**src/rtl/rob_wb_arbiter_if.sv**
```systemverilog
// Bundles the ALU writeback, load writeback and ROB writeback handshakes.
// The slave modport is the arbiter's view of the bundle.
interface rob_wb_arbiter_if #(
  parameter int DATA_WIDTH   = 32,
  parameter int ROB_ID_WIDTH = 4,
  parameter int ADDR_WIDTH   = 32
) ();
  logic                    alu_wb_valid;
  logic                    alu_wb_ready;
  logic [ROB_ID_WIDTH-1:0] alu_wb_rob_id;
  logic [DATA_WIDTH-1:0]   alu_wb_reg_data;
  logic                    alu_wb_npc_valid;
  logic                    alu_wb_mispred;
  logic [ADDR_WIDTH-1:0]   alu_wb_npc;

  logic                    ld_wb_valid;
  logic                    ld_wb_ready;
  logic [ROB_ID_WIDTH-1:0] ld_wb_rob_id;
  logic [DATA_WIDTH-1:0]   ld_wb_reg_data;

  logic                    rob_wb_ready;
  logic                    rob_wb_valid;
  logic                    rob_wb_src;
  logic [ROB_ID_WIDTH-1:0] rob_wb_rob_id;
  logic [DATA_WIDTH-1:0]   rob_wb_reg_data;
  logic                    rob_wb_npc_valid;
  logic                    rob_wb_mispred;
  logic [ADDR_WIDTH-1:0]   rob_wb_npc;

  modport slave (
    input  alu_wb_valid, alu_wb_rob_id, alu_wb_reg_data, alu_wb_npc_valid,
           alu_wb_mispred, alu_wb_npc,
    input  ld_wb_valid, ld_wb_rob_id, ld_wb_reg_data,
    input  rob_wb_ready,
    output alu_wb_ready, ld_wb_ready,
    output rob_wb_valid, rob_wb_src, rob_wb_rob_id, rob_wb_reg_data,
           rob_wb_npc_valid, rob_wb_mispred, rob_wb_npc
  );

  modport master (
    output alu_wb_valid, alu_wb_rob_id, alu_wb_reg_data, alu_wb_npc_valid,
           alu_wb_mispred, alu_wb_npc,
    output ld_wb_valid, ld_wb_rob_id, ld_wb_reg_data,
    output rob_wb_ready,
    input  alu_wb_ready, ld_wb_ready,
    input  rob_wb_valid, rob_wb_src, rob_wb_rob_id, rob_wb_reg_data,
           rob_wb_npc_valid, rob_wb_mispred, rob_wb_npc
  );
endinterface

```
**src/rtl/rob_wb_arbiter.sv**
```systemverilog
// Shares the single ROB writeback port between ALU and load writebacks.
// Each source has a 2-entry FIFO; loads win unless the ALU has been starved.
module rob_wb_arbiter #(
  parameter int DATA_WIDTH   = 32,
  parameter int ROB_ID_WIDTH = 4,
  parameter int ADDR_WIDTH   = 32,
  parameter int STARVE_LIMIT = 3
) (
  input  logic                  clk,
  input  logic                  rst_sH,
  input  logic                  flush,
  rob_wb_arbiter_if.slave       wb
);

  localparam int SW = $clog2(STARVE_LIMIT + 1);

  typedef struct packed {
    logic [ROB_ID_WIDTH-1:0] rob_id;
    logic [DATA_WIDTH-1:0]   data;
    logic                    npc_valid;
    logic                    mispred;
    logic [ADDR_WIDTH-1:0]   npc;
  } alu_ent_t;

  typedef struct packed {
    logic [ROB_ID_WIDTH-1:0] rob_id;
    logic [DATA_WIDTH-1:0]   data;
  } ld_ent_t;

  alu_ent_t alu_mem_q [2];
  ld_ent_t  ld_mem_q  [2];

  logic          alu_wr_q, alu_wr_d, alu_rd_q, alu_rd_d;
  logic [1:0]    alu_cnt_q, alu_cnt_d;
  logic          ld_wr_q, ld_wr_d, ld_rd_q, ld_rd_d;
  logic [1:0]    ld_cnt_q, ld_cnt_d;
  logic [SW-1:0] starve_q, starve_d;

  logic     alu_rdy, ld_rdy, alu_ne, ld_ne;
  logic     alu_enq, ld_enq, alu_deq, ld_deq;
  logic     starved, grant_ld, grant_alu, out_valid;
  alu_ent_t alu_head;
  ld_ent_t  ld_head;

  // Ready looks only at the registered count, so a full queue never passes through.
  assign alu_rdy   = (alu_cnt_q != 2'd2) & ~flush & ~rst_sH;
  assign ld_rdy    = (ld_cnt_q  != 2'd2) & ~flush & ~rst_sH;
  assign alu_ne    = (alu_cnt_q != 2'd0);
  assign ld_ne     = (ld_cnt_q  != 2'd0);
  assign alu_enq   = wb.alu_wb_valid & alu_rdy;
  assign ld_enq    = wb.ld_wb_valid  & ld_rdy;

  assign starved   = alu_ne & (starve_q == SW'(STARVE_LIMIT));
  assign grant_ld  = ld_ne & ~starved;
  assign grant_alu = alu_ne & ~grant_ld;
  assign out_valid = (alu_ne | ld_ne) & ~flush & ~rst_sH;
  assign alu_deq   = out_valid & grant_alu & wb.rob_wb_ready;
  assign ld_deq    = out_valid & grant_ld  & wb.rob_wb_ready;

  assign alu_head  = alu_mem_q[alu_rd_q];
  assign ld_head   = ld_mem_q[ld_rd_q];

  assign wb.alu_wb_ready = alu_rdy;
  assign wb.ld_wb_ready  = ld_rdy;

  always_comb begin
    alu_wr_d  = alu_wr_q;
    alu_rd_d  = alu_rd_q;
    alu_cnt_d = alu_cnt_q;
    ld_wr_d   = ld_wr_q;
    ld_rd_d   = ld_rd_q;
    ld_cnt_d  = ld_cnt_q;
    starve_d  = starve_q;

    if (alu_enq) alu_wr_d = ~alu_wr_q;
    if (alu_deq) alu_rd_d = ~alu_rd_q;
    case ({alu_enq, alu_deq})
      2'b10:   alu_cnt_d = alu_cnt_q + 2'd1;
      2'b01:   alu_cnt_d = alu_cnt_q - 2'd1;
      default: alu_cnt_d = alu_cnt_q;
    endcase

    if (ld_enq) ld_wr_d = ~ld_wr_q;
    if (ld_deq) ld_rd_d = ~ld_rd_q;
    case ({ld_enq, ld_deq})
      2'b10:   ld_cnt_d = ld_cnt_q + 2'd1;
      2'b01:   ld_cnt_d = ld_cnt_q - 2'd1;
      default: ld_cnt_d = ld_cnt_q;
    endcase

    // Count only lost arbitrations that actually retired a load.
    if (!alu_ne || alu_deq) begin
      starve_d = '0;
    end else if (ld_deq && (starve_q != SW'(STARVE_LIMIT))) begin
      starve_d = starve_q + SW'(1);
    end

    if (flush) begin
      alu_wr_d  = 1'b0;
      alu_rd_d  = 1'b0;
      alu_cnt_d = 2'd0;
      ld_wr_d   = 1'b0;
      ld_rd_d   = 1'b0;
      ld_cnt_d  = 2'd0;
      starve_d  = '0;
    end
  end

  always_ff @(posedge clk) begin
    if (rst_sH) begin
      alu_wr_q  <= 1'b0;
      alu_rd_q  <= 1'b0;
      alu_cnt_q <= 2'd0;
      ld_wr_q   <= 1'b0;
      ld_rd_q   <= 1'b0;
      ld_cnt_q  <= 2'd0;
      starve_q  <= '0;
    end else begin
      alu_wr_q  <= alu_wr_d;
      alu_rd_q  <= alu_rd_d;
      alu_cnt_q <= alu_cnt_d;
      ld_wr_q   <= ld_wr_d;
      ld_rd_q   <= ld_rd_d;
      ld_cnt_q  <= ld_cnt_d;
      starve_q  <= starve_d;
    end
  end

  // Storage needs no reset: the counts alone decide what is visible.
  always_ff @(posedge clk) begin
    if (alu_enq) begin
      alu_mem_q[alu_wr_q] <= '{rob_id:    wb.alu_wb_rob_id,
                               data:      wb.alu_wb_reg_data,
                               npc_valid: wb.alu_wb_npc_valid,
                               mispred:   wb.alu_wb_mispred,
                               npc:       wb.alu_wb_npc};
    end
    if (ld_enq) begin
      ld_mem_q[ld_wr_q] <= '{rob_id: wb.ld_wb_rob_id,
                             data:   wb.ld_wb_reg_data};
    end
  end

  always_comb begin
    wb.rob_wb_valid     = out_valid;
    wb.rob_wb_src       = 1'b0;
    wb.rob_wb_rob_id    = '0;
    wb.rob_wb_reg_data  = '0;
    wb.rob_wb_npc_valid = 1'b0;
    wb.rob_wb_mispred   = 1'b0;
    wb.rob_wb_npc       = '0;
    if (out_valid) begin
      if (grant_ld) begin
        wb.rob_wb_src      = 1'b1;
        wb.rob_wb_rob_id   = ld_head.rob_id;
        wb.rob_wb_reg_data = ld_head.data;
      end else if (grant_alu) begin
        wb.rob_wb_rob_id    = alu_head.rob_id;
        wb.rob_wb_reg_data  = alu_head.data;
        wb.rob_wb_npc_valid = alu_head.npc_valid;
        wb.rob_wb_mispred   = alu_head.mispred;
        wb.rob_wb_npc       = alu_head.npc;
      end
    end
  end

endmodule

```
**src/flat_wrapper.sv**
```systemverilog
// flat-port wrapper written by rule: the top's interface ports become plain ports
module rob_wb_arbiter_flat 
#(
  parameter int DATA_WIDTH   = 32,
  parameter int ROB_ID_WIDTH = 4,
  parameter int ADDR_WIDTH   = 32,
  parameter int STARVE_LIMIT = 3
)
  (clk, rst_sH, flush, wb_alu_wb_valid, wb_alu_wb_rob_id, wb_alu_wb_reg_data, wb_alu_wb_npc_valid, wb_alu_wb_mispred, wb_alu_wb_npc, wb_ld_wb_valid, wb_ld_wb_rob_id, wb_ld_wb_reg_data, wb_rob_wb_ready, wb_alu_wb_ready, wb_ld_wb_ready, wb_rob_wb_valid, wb_rob_wb_src, wb_rob_wb_rob_id, wb_rob_wb_reg_data, wb_rob_wb_npc_valid, wb_rob_wb_mispred, wb_rob_wb_npc);
  rob_wb_arbiter_if #(.DATA_WIDTH(DATA_WIDTH), .ROB_ID_WIDTH(ROB_ID_WIDTH), .ADDR_WIDTH(ADDR_WIDTH)) wb_i ();
  input  logic clk;
  input  logic rst_sH;
  input  logic flush;
  input wire logic [$bits(wb_i.alu_wb_valid)-1:0] wb_alu_wb_valid;
  input wire logic [$bits(wb_i.alu_wb_rob_id)-1:0] wb_alu_wb_rob_id;
  input wire logic [$bits(wb_i.alu_wb_reg_data)-1:0] wb_alu_wb_reg_data;
  input wire logic [$bits(wb_i.alu_wb_npc_valid)-1:0] wb_alu_wb_npc_valid;
  input wire logic [$bits(wb_i.alu_wb_mispred)-1:0] wb_alu_wb_mispred;
  input wire logic [$bits(wb_i.alu_wb_npc)-1:0] wb_alu_wb_npc;
  input wire logic [$bits(wb_i.ld_wb_valid)-1:0] wb_ld_wb_valid;
  input wire logic [$bits(wb_i.ld_wb_rob_id)-1:0] wb_ld_wb_rob_id;
  input wire logic [$bits(wb_i.ld_wb_reg_data)-1:0] wb_ld_wb_reg_data;
  input wire logic [$bits(wb_i.rob_wb_ready)-1:0] wb_rob_wb_ready;
  output wire logic [$bits(wb_i.alu_wb_ready)-1:0] wb_alu_wb_ready;
  output wire logic [$bits(wb_i.ld_wb_ready)-1:0] wb_ld_wb_ready;
  output wire logic [$bits(wb_i.rob_wb_valid)-1:0] wb_rob_wb_valid;
  output wire logic [$bits(wb_i.rob_wb_src)-1:0] wb_rob_wb_src;
  output wire logic [$bits(wb_i.rob_wb_rob_id)-1:0] wb_rob_wb_rob_id;
  output wire logic [$bits(wb_i.rob_wb_reg_data)-1:0] wb_rob_wb_reg_data;
  output wire logic [$bits(wb_i.rob_wb_npc_valid)-1:0] wb_rob_wb_npc_valid;
  output wire logic [$bits(wb_i.rob_wb_mispred)-1:0] wb_rob_wb_mispred;
  output wire logic [$bits(wb_i.rob_wb_npc)-1:0] wb_rob_wb_npc;
  assign wb_i.alu_wb_valid = wb_alu_wb_valid;
  assign wb_i.alu_wb_rob_id = wb_alu_wb_rob_id;
  assign wb_i.alu_wb_reg_data = wb_alu_wb_reg_data;
  assign wb_i.alu_wb_npc_valid = wb_alu_wb_npc_valid;
  assign wb_i.alu_wb_mispred = wb_alu_wb_mispred;
  assign wb_i.alu_wb_npc = wb_alu_wb_npc;
  assign wb_i.ld_wb_valid = wb_ld_wb_valid;
  assign wb_i.ld_wb_rob_id = wb_ld_wb_rob_id;
  assign wb_i.ld_wb_reg_data = wb_ld_wb_reg_data;
  assign wb_i.rob_wb_ready = wb_rob_wb_ready;
  assign wb_alu_wb_ready = wb_i.alu_wb_ready;
  assign wb_ld_wb_ready = wb_i.ld_wb_ready;
  assign wb_rob_wb_valid = wb_i.rob_wb_valid;
  assign wb_rob_wb_src = wb_i.rob_wb_src;
  assign wb_rob_wb_rob_id = wb_i.rob_wb_rob_id;
  assign wb_rob_wb_reg_data = wb_i.rob_wb_reg_data;
  assign wb_rob_wb_npc_valid = wb_i.rob_wb_npc_valid;
  assign wb_rob_wb_mispred = wb_i.rob_wb_mispred;
  assign wb_rob_wb_npc = wb_i.rob_wb_npc;
  rob_wb_arbiter #(.DATA_WIDTH(DATA_WIDTH), .ROB_ID_WIDTH(ROB_ID_WIDTH), .ADDR_WIDTH(ADDR_WIDTH), .STARVE_LIMIT(STARVE_LIMIT)) u_core (.clk(clk), .rst_sH(rst_sH), .flush(flush), .wb(wb_i));
endmodule
```
**config.mk**
```make
export PLATFORM = sky130hd
export DESIGN_NAME = rob_wb_arbiter_flat
export DESIGN_NICKNAME = d
export VERILOG_FILES = /design/src/rtl/rob_wb_arbiter_if.sv /design/src/rtl/rob_wb_arbiter.sv /design/src/flat_wrapper.sv
export SDC_FILE = /design/constraint.sdc
export NUM_CORES = 1
export LEC_CHECK = 0
export CAP_MARGIN = 20
export CORE_UTILIZATION = 51
export DETAILED_ROUTE_END_ITERATION = 12
export GPL_ROUTABILITY_DRIVEN = 0
export PLACE_DENSITY = 0.79
export SKIP_CTS_REPAIR_TIMING = 1
export SLEW_MARGIN = 20
export SYNTH_ARGS = -nofsm -noshare
export SYNTH_HDL_FRONTEND = slang
export SYNTH_SLANG_ARGS = --single-unit
```
**constraint.sdc**
```tcl
create_clock -name clk -period 5.75 [get_ports clk]
set_clock_uncertainty 0.2 [all_clocks]
set_input_delay 0.8625 -clock clk [delete_from_list [all_inputs] [get_ports clk]]
set_output_delay 0.8625 -clock clk [all_outputs]
set_load 0.02 [all_outputs]
```
---- Word level (Yosys, flattened, before mapping) ----
Memories as Yosys holds them, arrays and structs flattened. A register that Yosys moved wholly into a read port is not among the register bits.
Cells that the tools add are included.
word-level totals
  ROM bits ................................ 0
  word-level logic and storage cells ...... 82
  input port bits ......................... 112
  RAM bits ................................ 212
  output and inout bits ................... 74
  memories kept ........................... 2
  latch bits .............................. 0
  register bits after elaboration ......... 10
cells by class
  shift operators ......................... 0
  reductions and logical operators ........ 9
  bitwise logic cells ..................... 24
  order comparisons ....................... 0
  add/sub/neg operators ................... 5
  multiplexer cells ....................... 27
  equal/unequal tests ..................... 8
  multiply operators ...................... 0
  divide/modulo/power cells ............... 0
memories
  memory            depth  bits a word  rd ports  clocked after Yosys merged registers in  wr ports  RTL line              text
  u_core.alu_mem_q  2      70           1         1                                        1         rob_wb_arbiter.sv:30  alu_ent_t alu_mem_q [2];
  u_core.ld_mem_q   2      36           1         1                                        1         rob_wb_arbiter.sv:31  ld_ent_t ld_mem_q [2];
operators by type and width
  operator                                                               count
  32-bit 2-to-1 mux                                                      6
  1-bit 2-to-1 mux                                                       16
  1-bit AND                                                              15
  4-bit 2-to-1 mux                                                       3
  1-bit inverter                                                         8
  2-bit case mux with 2 select lines                                     2
  2-bit nonzero test                                                     4
  2-bit by 1-bit adder with 2-bit output, second input constant          3
  2-bit equality test, second input constant                             3
  2-bit inequality test, second input constant                           3
  2-bit by 1-bit equality test with 1-bit output, second input constant  2
  2-bit by 1-bit subtractor with 2-bit output, second input constant     2
  3-bit OR reduction                                                     1
  2-bit OR reduction                                                     1
  1-bit logical AND                                                      1
  1-bit logical NOT                                                      1
  1-bit logical OR                                                       1
  1-bit OR                                                               1

---- Logic depth before layout (Yosys ltp) ----
Gate-level depths: netlist of run 1.
  depth in word-level cells ............... 10
  mapped depth ............................ 9
  mapped depth without buffers ............ 8

---- Least setup slack after synthesis of run 1 ----
OpenSTA, ideal clock, no wires.
  path type ............................... input -> register
  start point ............................. input port flush
  end point ............................... memory u_core.alu_mem_q[1][0] (netlist bit) (enable)
  required time ........................... 5.051 ns
  arrival ................................. 4.457 ns
  library setup time ...................... 0.499 ns
  stages on the path ...................... 4
  buffers on the path ..................... 1
  setup slack ............................. 0.594 ns
  cells stage by stage .................... nor2_1 clkbuf_1 nand3_1 nor2_1
between the ends
  cells in the longest elaborated chain, start to end .. 6
RTL lines
  element                                 RTL line               text
  start, declared                         flat_wrapper.sv:13     input logic flush;
  1-bit inverter                          rob_wb_arbiter.sv:46   assign alu_rdy = (alu_cnt_q != 2'd2) & ~flush & ~rst_sH;
  1-bit AND (2 in a row)                  rob_wb_arbiter.sv:46
  1-bit AND                               rob_wb_arbiter.sv:50   assign alu_enq = wb.alu_wb_valid & alu_rdy;
  1-bit 2-to-1 mux                        rob_wb_arbiter.sv:131  if (alu_enq) begin
  1-bit 2-to-1 mux (not written as such)  rob_wb_arbiter.sv:132  alu_mem_q[alu_wr_q] <= '{rob_id: wb.alu_wb_rob_id,
  end, declared                           rob_wb_arbiter.sv:30
No other way between the ends.

---- Final worst setup path of run 1 ----
  start point ............................. register u_core.ld_cnt_q[0]
  end point ............................... output port wb_rob_wb_reg_data[31]
between the ends
  cells in the longest elaborated chain, start to end .. 7
  elaborated cells on any way between the ends .. 10
  classes of those cells .................. mux (3); bitwise (6); reduce/logical (1)
RTL lines
  element                 RTL line               text
  start, declared         rob_wb_arbiter.sv:36   logic [1:0] ld_cnt_q, ld_cnt_d;
  start signal, assigned  rob_wb_arbiter.sv:124  ld_cnt_q <= ld_cnt_d;
  2-bit nonzero test (*)  rob_wb_arbiter.sv:49   assign ld_ne = (ld_cnt_q != 2'd0);
  1-bit AND               rob_wb_arbiter.sv:54   assign grant_ld = ld_ne & ~starved;
  1-bit inverter          rob_wb_arbiter.sv:55   assign grant_alu = alu_ne & ~grant_ld;
  1-bit AND               rob_wb_arbiter.sv:55
  32-bit 2-to-1 mux       rob_wb_arbiter.sv:157  end else if (grant_alu) begin
  32-bit 2-to-1 mux       rob_wb_arbiter.sv:153  if (grant_ld) begin
  32-bit 2-to-1 mux (*)   rob_wb_arbiter.sv:152  if (out_valid) begin
  end, declared           flat_wrapper.sv:29     output wire logic [$bits(wb_i.rob_wb_reg_data)-1:0] wb_rob_wb_reg_data;
Mark *: on every way between the ends. The rest lies on a longest branch, timed or not.

==> impl_metrics.ini, run 1 <==
[timing]
timing_max_transition_violations_final = 0
finalCritPeriodShare_pct = 71.9
finalSetupTns_ps = 0
clock.fmax_mhz = 242
layout_min_cycle_time_ps = 4130
tightestPinTransition_ps = 1070
setup_viol = 0
rsz0062_at_grt = no
report.final.hold_viol_count = 0
worst_slew_margin_relative_to_its_limit_pct = 28.6

[setup_path]
crit_arrival_ps = 3070
critical_path_peak_fanout = 39
crit_type = reg -> out
regToRegEndpoint = u_core.ld_cnt_q[1]$_SDFFE_PP0P_
crit_chain = or2_2, o21ai_4, buf_16, a21oi_1, clkdlybuf4s50_1
timing.critical_path.from_type = flop
cp_slowest_stage_delay_ps = 780
worst_r2r_path_depth = 6
crit_slowest_cell = sky130_fd_sc_hd__or2_2
required_ps = 4690
setup.worst_path.end_class = output pin
rrSetupSlack_ps = 2810
crit-reg2reg-launch = u_core.ld_cnt_q[0]$_SDFFE_PP0P_

[yosys]
syn-cell-area_sq_um = 9000
synth_cell_types = 30
synth_area_per_cell_sq_um = 15.7
ys_ff_latch = 224
synthesis.instances = 574
synth_sequential_area_ratio_pct = 73.4
synthesis.nets = 689
synth-warning-count = 0

[floorplanning]
ioPinCount = 186
dieArea_sq_um = 18200
fp.dieH_um = 135
initial_core_util_pct = 52.1
fp.coreArea_sq_um = 17300
rows = 48
dieWidth_um = 135

[route]
post-route-drc-count = 0
number_of_routed_nets_with_antenna_violations = 0
detail_route.wl_per_cell_um = 19.9
routed_wirelength_um = 19900
drt_pre_antenna_iters = 4
via_density_per_instance = 5.59
num_vias = 5581
drtIter0Drc = 383

[run_status]
run_status = completed

[grt]
grt_busiest_layer = met2
grt_max_degree = 71
use_met3_pct = 3.12
grt.total_usage_pct = 22.0
overflow = 0
antenna_found_initial = 0
grt.met2_usage_pct = 38.3
grt_first_pass_wirelength_um = 30400
global_route.usage.met1_pct = 28.0
via_count_of_the_first_global_routing_pass = 5664

[clocking]
clk_pin_slew_ps = 60
clock_latency_ps = 490
clock_sink_count = 224
cts_tree = done
clock_tree.htree_level_count = 1
max-clock-path-buffers = 3
cts_buffers = 23
clock_tree.root_cell = sky130_fd_sc_hd__clkbuf_16

[layout]
count_of_antenna_diodes_in_the_layout = 0
multi_input_area_sq_um = 2240
sequential_cell_area_sq_um = 6610
final.fill_count = 1173
layout.cells.non_filler = 999
finalNetCount = 872
layout-area-overhead-vs-synth_pct = 32.1
drive_above_1_share_pct = 16.9

[pwr]
power_leakage_nw = 3.70
power.density_nw_per_um2 = 287
peakVddDrop_uv = 328

[min_path]
holdCritStartpoint = u_core.alu_rd_q$_SDFFE_PP0P_
hold_path.class = reg -> reg
hold_depth = 1

[placement]
post-dp-hpwl_um = 12100
buffer_ports.inserted = 185
place.detailed.instances = 953

[flow_run]
max-cap-violations = 0
synth_stat cells:
| library cell | count | area (sq um) |
|---|---|---|
| sky130_fd_sc_hd__nand2_1 | 4 | 15.0 |
| sky130_fd_sc_hd__edfxtp_1 | 212 | 6370 |
| sky130_fd_sc_hd__or3_1 | 4 | 25.0 |
| sky130_fd_sc_hd__nor2_1 | 40 | 150 |
| sky130_fd_sc_hd__o31ai_1 | 2 | 15.0 |
| sky130_fd_sc_hd__buf_2 | 25 | 125 |
| sky130_fd_sc_hd__o21bai_1 | 1 | 7.51 |
| sky130_fd_sc_hd__nand4_1 | 3 | 18.8 |
| sky130_fd_sc_hd__nand2b_1 | 2 | 12.5 |
| sky130_fd_sc_hd__clkbuf_1 | 9 | 33.8 |
| sky130_fd_sc_hd__o21ai_2 | 1 | 8.76 |
| sky130_fd_sc_hd__a221oi_1 | 1 | 8.76 |
| sky130_fd_sc_hd__xnor2_1 | 2 | 17.5 |
| sky130_fd_sc_hd__a311o_1 | 1 | 10.0 |
| sky130_fd_sc_hd__a21oi_1 | 40 | 200 |
| sky130_fd_sc_hd__or2_2 | 3 | 18.8 |
| sky130_fd_sc_hd__xor2_1 | 2 | 17.5 |
| sky130_fd_sc_hd__mux2_2 | 72 | 811 |
| sky130_fd_sc_hd__o21ai_0 | 5 | 25.0 |
| sky130_fd_sc_hd__or3b_1 | 1 | 8.76 |
| sky130_fd_sc_hd__mux2i_1 | 36 | 360 |
| sky130_fd_sc_hd__ha_1 | 3 | 37.5 |
| sky130_fd_sc_hd__nor3_1 | 1 | 5.00 |
| sky130_fd_sc_hd__dfxtp_1 | 12 | 240 |
| sky130_fd_sc_hd__nand3_1 | 75 | 375 |
| sky130_fd_sc_hd__and2_1 | 2 | 12.5 |
| sky130_fd_sc_hd__a221oi_2 | 1 | 15.0 |
| sky130_fd_sc_hd__buf_1 | 3 | 11.3 |
| sky130_fd_sc_hd__a31o_2 | 2 | 17.5 |
| sky130_fd_sc_hd__inv_1 | 9 | 33.8 |
placed cells by master, fill, tap and decap left out, types with 3 or more instances in the layout:
master / instances
sky130_fd_sc_hd__dfxtp_1: 10
sky130_fd_sc_hd__buf_4: 6
sky130_fd_sc_hd__mux2_2: 72
sky130_fd_sc_hd__clkdlybuf4s50_1: 185
sky130_fd_sc_hd__nand4_1: 3
sky130_fd_sc_hd__clkbuf_1: 3
sky130_fd_sc_hd__nor2_1: 38
sky130_fd_sc_hd__edfxtp_1: 212
sky130_fd_sc_hd__clkinv_1: 5
sky130_fd_sc_hd__nand3_1: 75
sky130_fd_sc_hd__clkinvlp_4: 3
sky130_fd_sc_hd__or2_2: 3
sky130_fd_sc_hd__clkbuf_16: 23
sky130_fd_sc_hd__o21ai_0: 4
sky130_fd_sc_hd__clkinv_2: 4
sky130_fd_sc_hd__a21oi_1: 40
sky130_fd_sc_hd__buf_16: 3
sky130_fd_sc_hd__or3_1: 4
sky130_fd_sc_hd__nand2_1: 4
sky130_fd_sc_hd__mux2i_1: 36
sky130_fd_sc_hd__ha_1: 3
sky130_fd_sc_hd__inv_1: 7
through the flow:
stage          util (%)  area [sq um]  total power [mW]  hold WS, ps  setup WS [ps]
3_3_place_gp       64.0         11100              2.01          238           1830
5_1_grt            68.8         11900              3.51          286           1450
4_1_cts            68.2         11800              3.43          271           1320
6_report           68.8         11900              3.42          273           1620
2_1_floorplan         -          9000              1.91          233            594
3_5_place_dp       64.0         11100              2.02          257           1780
critical path, delay by kind of cell, from the launching register on:
family,cells,cell delay (ps)
flops,1,450
buf+inv,2,880
compound gates,2,450
simple gates,1,780
cell families (layout without fill, tap and decap cells):
group	count (synthesis)	after routing	share of synthesized area, %
simple gates	135	135	7.13
flops	224	224	73.4
buf+inv	46	246	2.27
fa+ha+maj	3	3	0.417
compound gates	54	54	3.42
mux	108	108	13.0
xor+xnor	4	4	0.389
report_power, final:
| group | internal, mW | total [mW] | switching (mW) |
|---|---|---|---|
| sequential | 1.81 | 1.82 | 0.00760 |
| clock | 0.829 | 1.43 | 0.604 |
| combinational | 0.0940 | 0.163 | 0.0687 |
| total | 2.74 | 3.42 | 0.680 |
sequential cells by signal, summed over array words and instances (netlist names), named ones only:
register and flops:
u_core.alu_cnt_q 2, u_core.alu_mem_q 140, u_core.alu_rd_q 1, u_core.alu_wr_q 1
u_core.ld_cnt_q 2, u_core.ld_mem_q 72, u_core.ld_rd_q 1, u_core.ld_wr_q 1
u_core.starve_q 2
per-layer routing:
| metal | vias to the layer above | part of all wire (%) |
|---|---|---|
| li1 | 2550 | - |
| met1 | 2784 | 40 |
| met2 | 201 | 52 |
| met3 | 46 | 4.5 |
| met4 | 0 | 3.2 |
| met5 | - | 0 |
layout make-up:
cell class / count / share of cell area [%]
tap: 225 / 2.37
timing repair buffer: 195 / 16.8
clock inverter: 16 / 1.21
clock buffer: 26 / 4.93
sequential: 224 / 55.6
inverter: 9 / 0.284
multi-input combinational: 304 / 18.8
how the worst max path moves through the flow:
stage / endpoint / depth (start not counted) / from / slack, ps
after global placement: wb_rob_wb_reg_data[31] / 6 / flush / 1830
final: wb_rob_wb_reg_data[31] / 5 / u_core.ld_cnt_q[0]$_SDFFE_PP0P_ / 1620
after CTS: wb_rob_wb_reg_data[31] / 4 / u_core.ld_cnt_q[0]$_SDFFE_PP0P_ / 1320
after global routing: wb_rob_wb_reg_data[31] / 5 / u_core.ld_cnt_q[0]$_SDFFE_PP0P_ / 1450
after floorplan: u_core.alu_mem_q[1][0]$_DFFE_PP_ / 4 / flush / 590
after detailed placement: wb_rob_wb_reg_data[31] / 6 / flush / 1780
Power figures use the tool's default switching activity.
==> run 2: changes to the inputs <==
- CORE_UTILIZATION: 51 -> 46
- PLACE_DENSITY: 0.79 -> 0.75
- clock period: 5.75 -> 3.4 ns (I/O delays scaled with it)
==> impl_metrics.ini, run 2 (synthesized netlist as in run 1, its figures left out) <==
[run_status]
run_status = completed

[clocking]
cts_tree = done
max-clock-path-buffers = 3
clock_tree.htree_level_count = 1
cts_buffers = 24
clock_latency_ps = 500
clk_pin_slew_ps = 60
clock_sink_count = 224
clock_tree.root_cell = sky130_fd_sc_hd__clkbuf_16

[route]
via_density_per_instance = 5.36
number_of_routed_nets_with_antenna_violations = 0
post-route-drc-count = 0
num_vias = 5638
drt_pre_antenna_iters = 7
routed_wirelength_um = 21000
drtIter0Drc = 313
detail_route.wl_per_cell_um = 19.9

[layout]
count_of_antenna_diodes_in_the_layout = 0
largest-register = u_core.alu_mem_q
registers_with_the_most_flip_flops = u_core.alu_mem_q: 140 flops, u_core.ld_mem_q: 72 flops
final_cell_area_sq_um = 12200
final_cell_mix = 212 x sky130_fd_sc_hd__edfxtp_1, 185 x sky130_fd_sc_hd__clkdlybuf4s50_1, 75 x sky130_fd_sc_hd__nand3_1, 72 x sky130_fd_sc_hd__mux2_2, 40 x sky130_fd_sc_hd__a21oi_1
largest_register_ff_count = 140
finalNetCount = 891
drive_above_1_share_pct = 18.7
layout_commonest_cell = sky130_fd_sc_hd__edfxtp_1
layout-area-overhead-vs-synth_pct = 35.3

[timing]
tightestPinTransition_ps = 571
timing_max_transition_violations_final = 0
worst_hold_slack_ps = 278
finalCritPeriodShare_pct = 97.5
layout_min_cycle_time_ps = 3310
clock.fmax_mhz = 302
report.final.hold_viol_count = 0
worst_slew_margin_relative_to_its_limit_pct = 61.8
setup_viol = 0

[setup_path]
crit_chain = ha_1, o21bai_4, buf_12, buf_4, nand3_1, a21oi_1, clkdlybuf4s50_1
cp_num_buf_inv = 3
cp_slowest_stage_delay_ps = 630
required_ps = 2690
crit_arrival_ps = 2600
worst_r2r_path_depth = 8
timing.critical_path.from_type = flop
crit_type = reg -> out
critical_path_peak_fanout = 15
crit_cells = 7
crit_family = buffers and inverters
crit_slowest_cell = sky130_fd_sc_hd__clkdlybuf4s50_1
setup.worst_path.end_class = output pin

[grt]
via_count_of_the_first_global_routing_pass = 5761
grt.total_usage_pct = 20.2
grt_first_pass_wirelength_um = 31000
grt_max_degree = 71
antenna_found_initial = 0
overflow = 0

[flow_run]
max-cap-violations = 0

[floorplanning]
initial_core_util_pct = 47.5
ioPinCount = 186
dieWidth_um = 142
fp.coreArea_sq_um = 19000
dieArea_sq_um = 20100
fp.dieH_um = 142
rows = 50

[min_path]
hold_depth = 1
hold_path.class = reg -> reg

[placement]
buffer_ports.inserted = 185
post-dp-hpwl_um = 12600
placement.cell_area_sq_um = 11200

[pwr]
peakVddDrop_uv = 401
power_leakage_nw = 3.82
power.density_nw_per_um2 = 477
==> run 2: layer usage <==
metal / vias up / global-route usage, % / part of all wire, %
met5: - / 0 / 0
met2: 222 / 35.5 / 52
li1: 2589 / - / -
met3: 43 / 3.58 / 6.3
met4: 0 / 7.47 / 2.8
met1: 2784 / 24.8 / 39
==> run 2: metrics by stage <==
| stage | total power, mW | util, % | setup WS, ps | setup TNS (ps) | cells |
|---|---|---|---|---|---|
| 4_1_cts | 5.85 | 63.1 | -264 | -12130 | 1038 |
| 3_3_place_gp | 3.40 | 59.2 | 203 | 0 | 996 |
| 5_1_grt | 5.98 | 64.3 | -0.273 | -0.273 | 1052 |
| 2_1_floorplan | 3.22 | - | 69.9 | 0 | 574 |
| 6_report | 5.81 | 64.3 | 86.7 | 0 | 1052 |
| 3_5_place_dp | 3.42 | 59.2 | 222 | 0 | 996 |
==> run 2: cell type report <==
class	count	area, sq um
Tap cell	260	325
Sequential cell	224	6610
Multi-Input combinational cell	305	2250
Timing Repair Buffer	212	2210
Fill cell	1351	6770
Clock buffer	37	721
Inverter	9	35.0
Clock inverter	5	25.0
==> run 2: final timing paths <==
kind | start | to | slack [ps]
max | u_core.starve_q[0]$_SDFFE_PP0P_ | wb_rob_wb_reg_data[15] | 90
min | u_core.alu_rd_q$_SDFFE_PP0P_ | u_core.alu_rd_q$_SDFFE_PP0P_ | 280
max reg2reg | u_core.ld_cnt_q[1]$_SDFFE_PP0P_ | u_core.ld_cnt_q[1]$_SDFFE_PP0P_ | 820
min reg2reg | u_core.alu_rd_q$_SDFFE_PP0P_ | u_core.alu_rd_q$_SDFFE_PP0P_ | 280
==> run 2: power by group <==
part           switching (mW)  internal (mW)  total, mW  leakage [nW]
sequential             0.0129           3.07       3.08          2.02
combinational           0.120          0.169      0.288          1.44
clock                   0.999           1.45       2.45         0.363
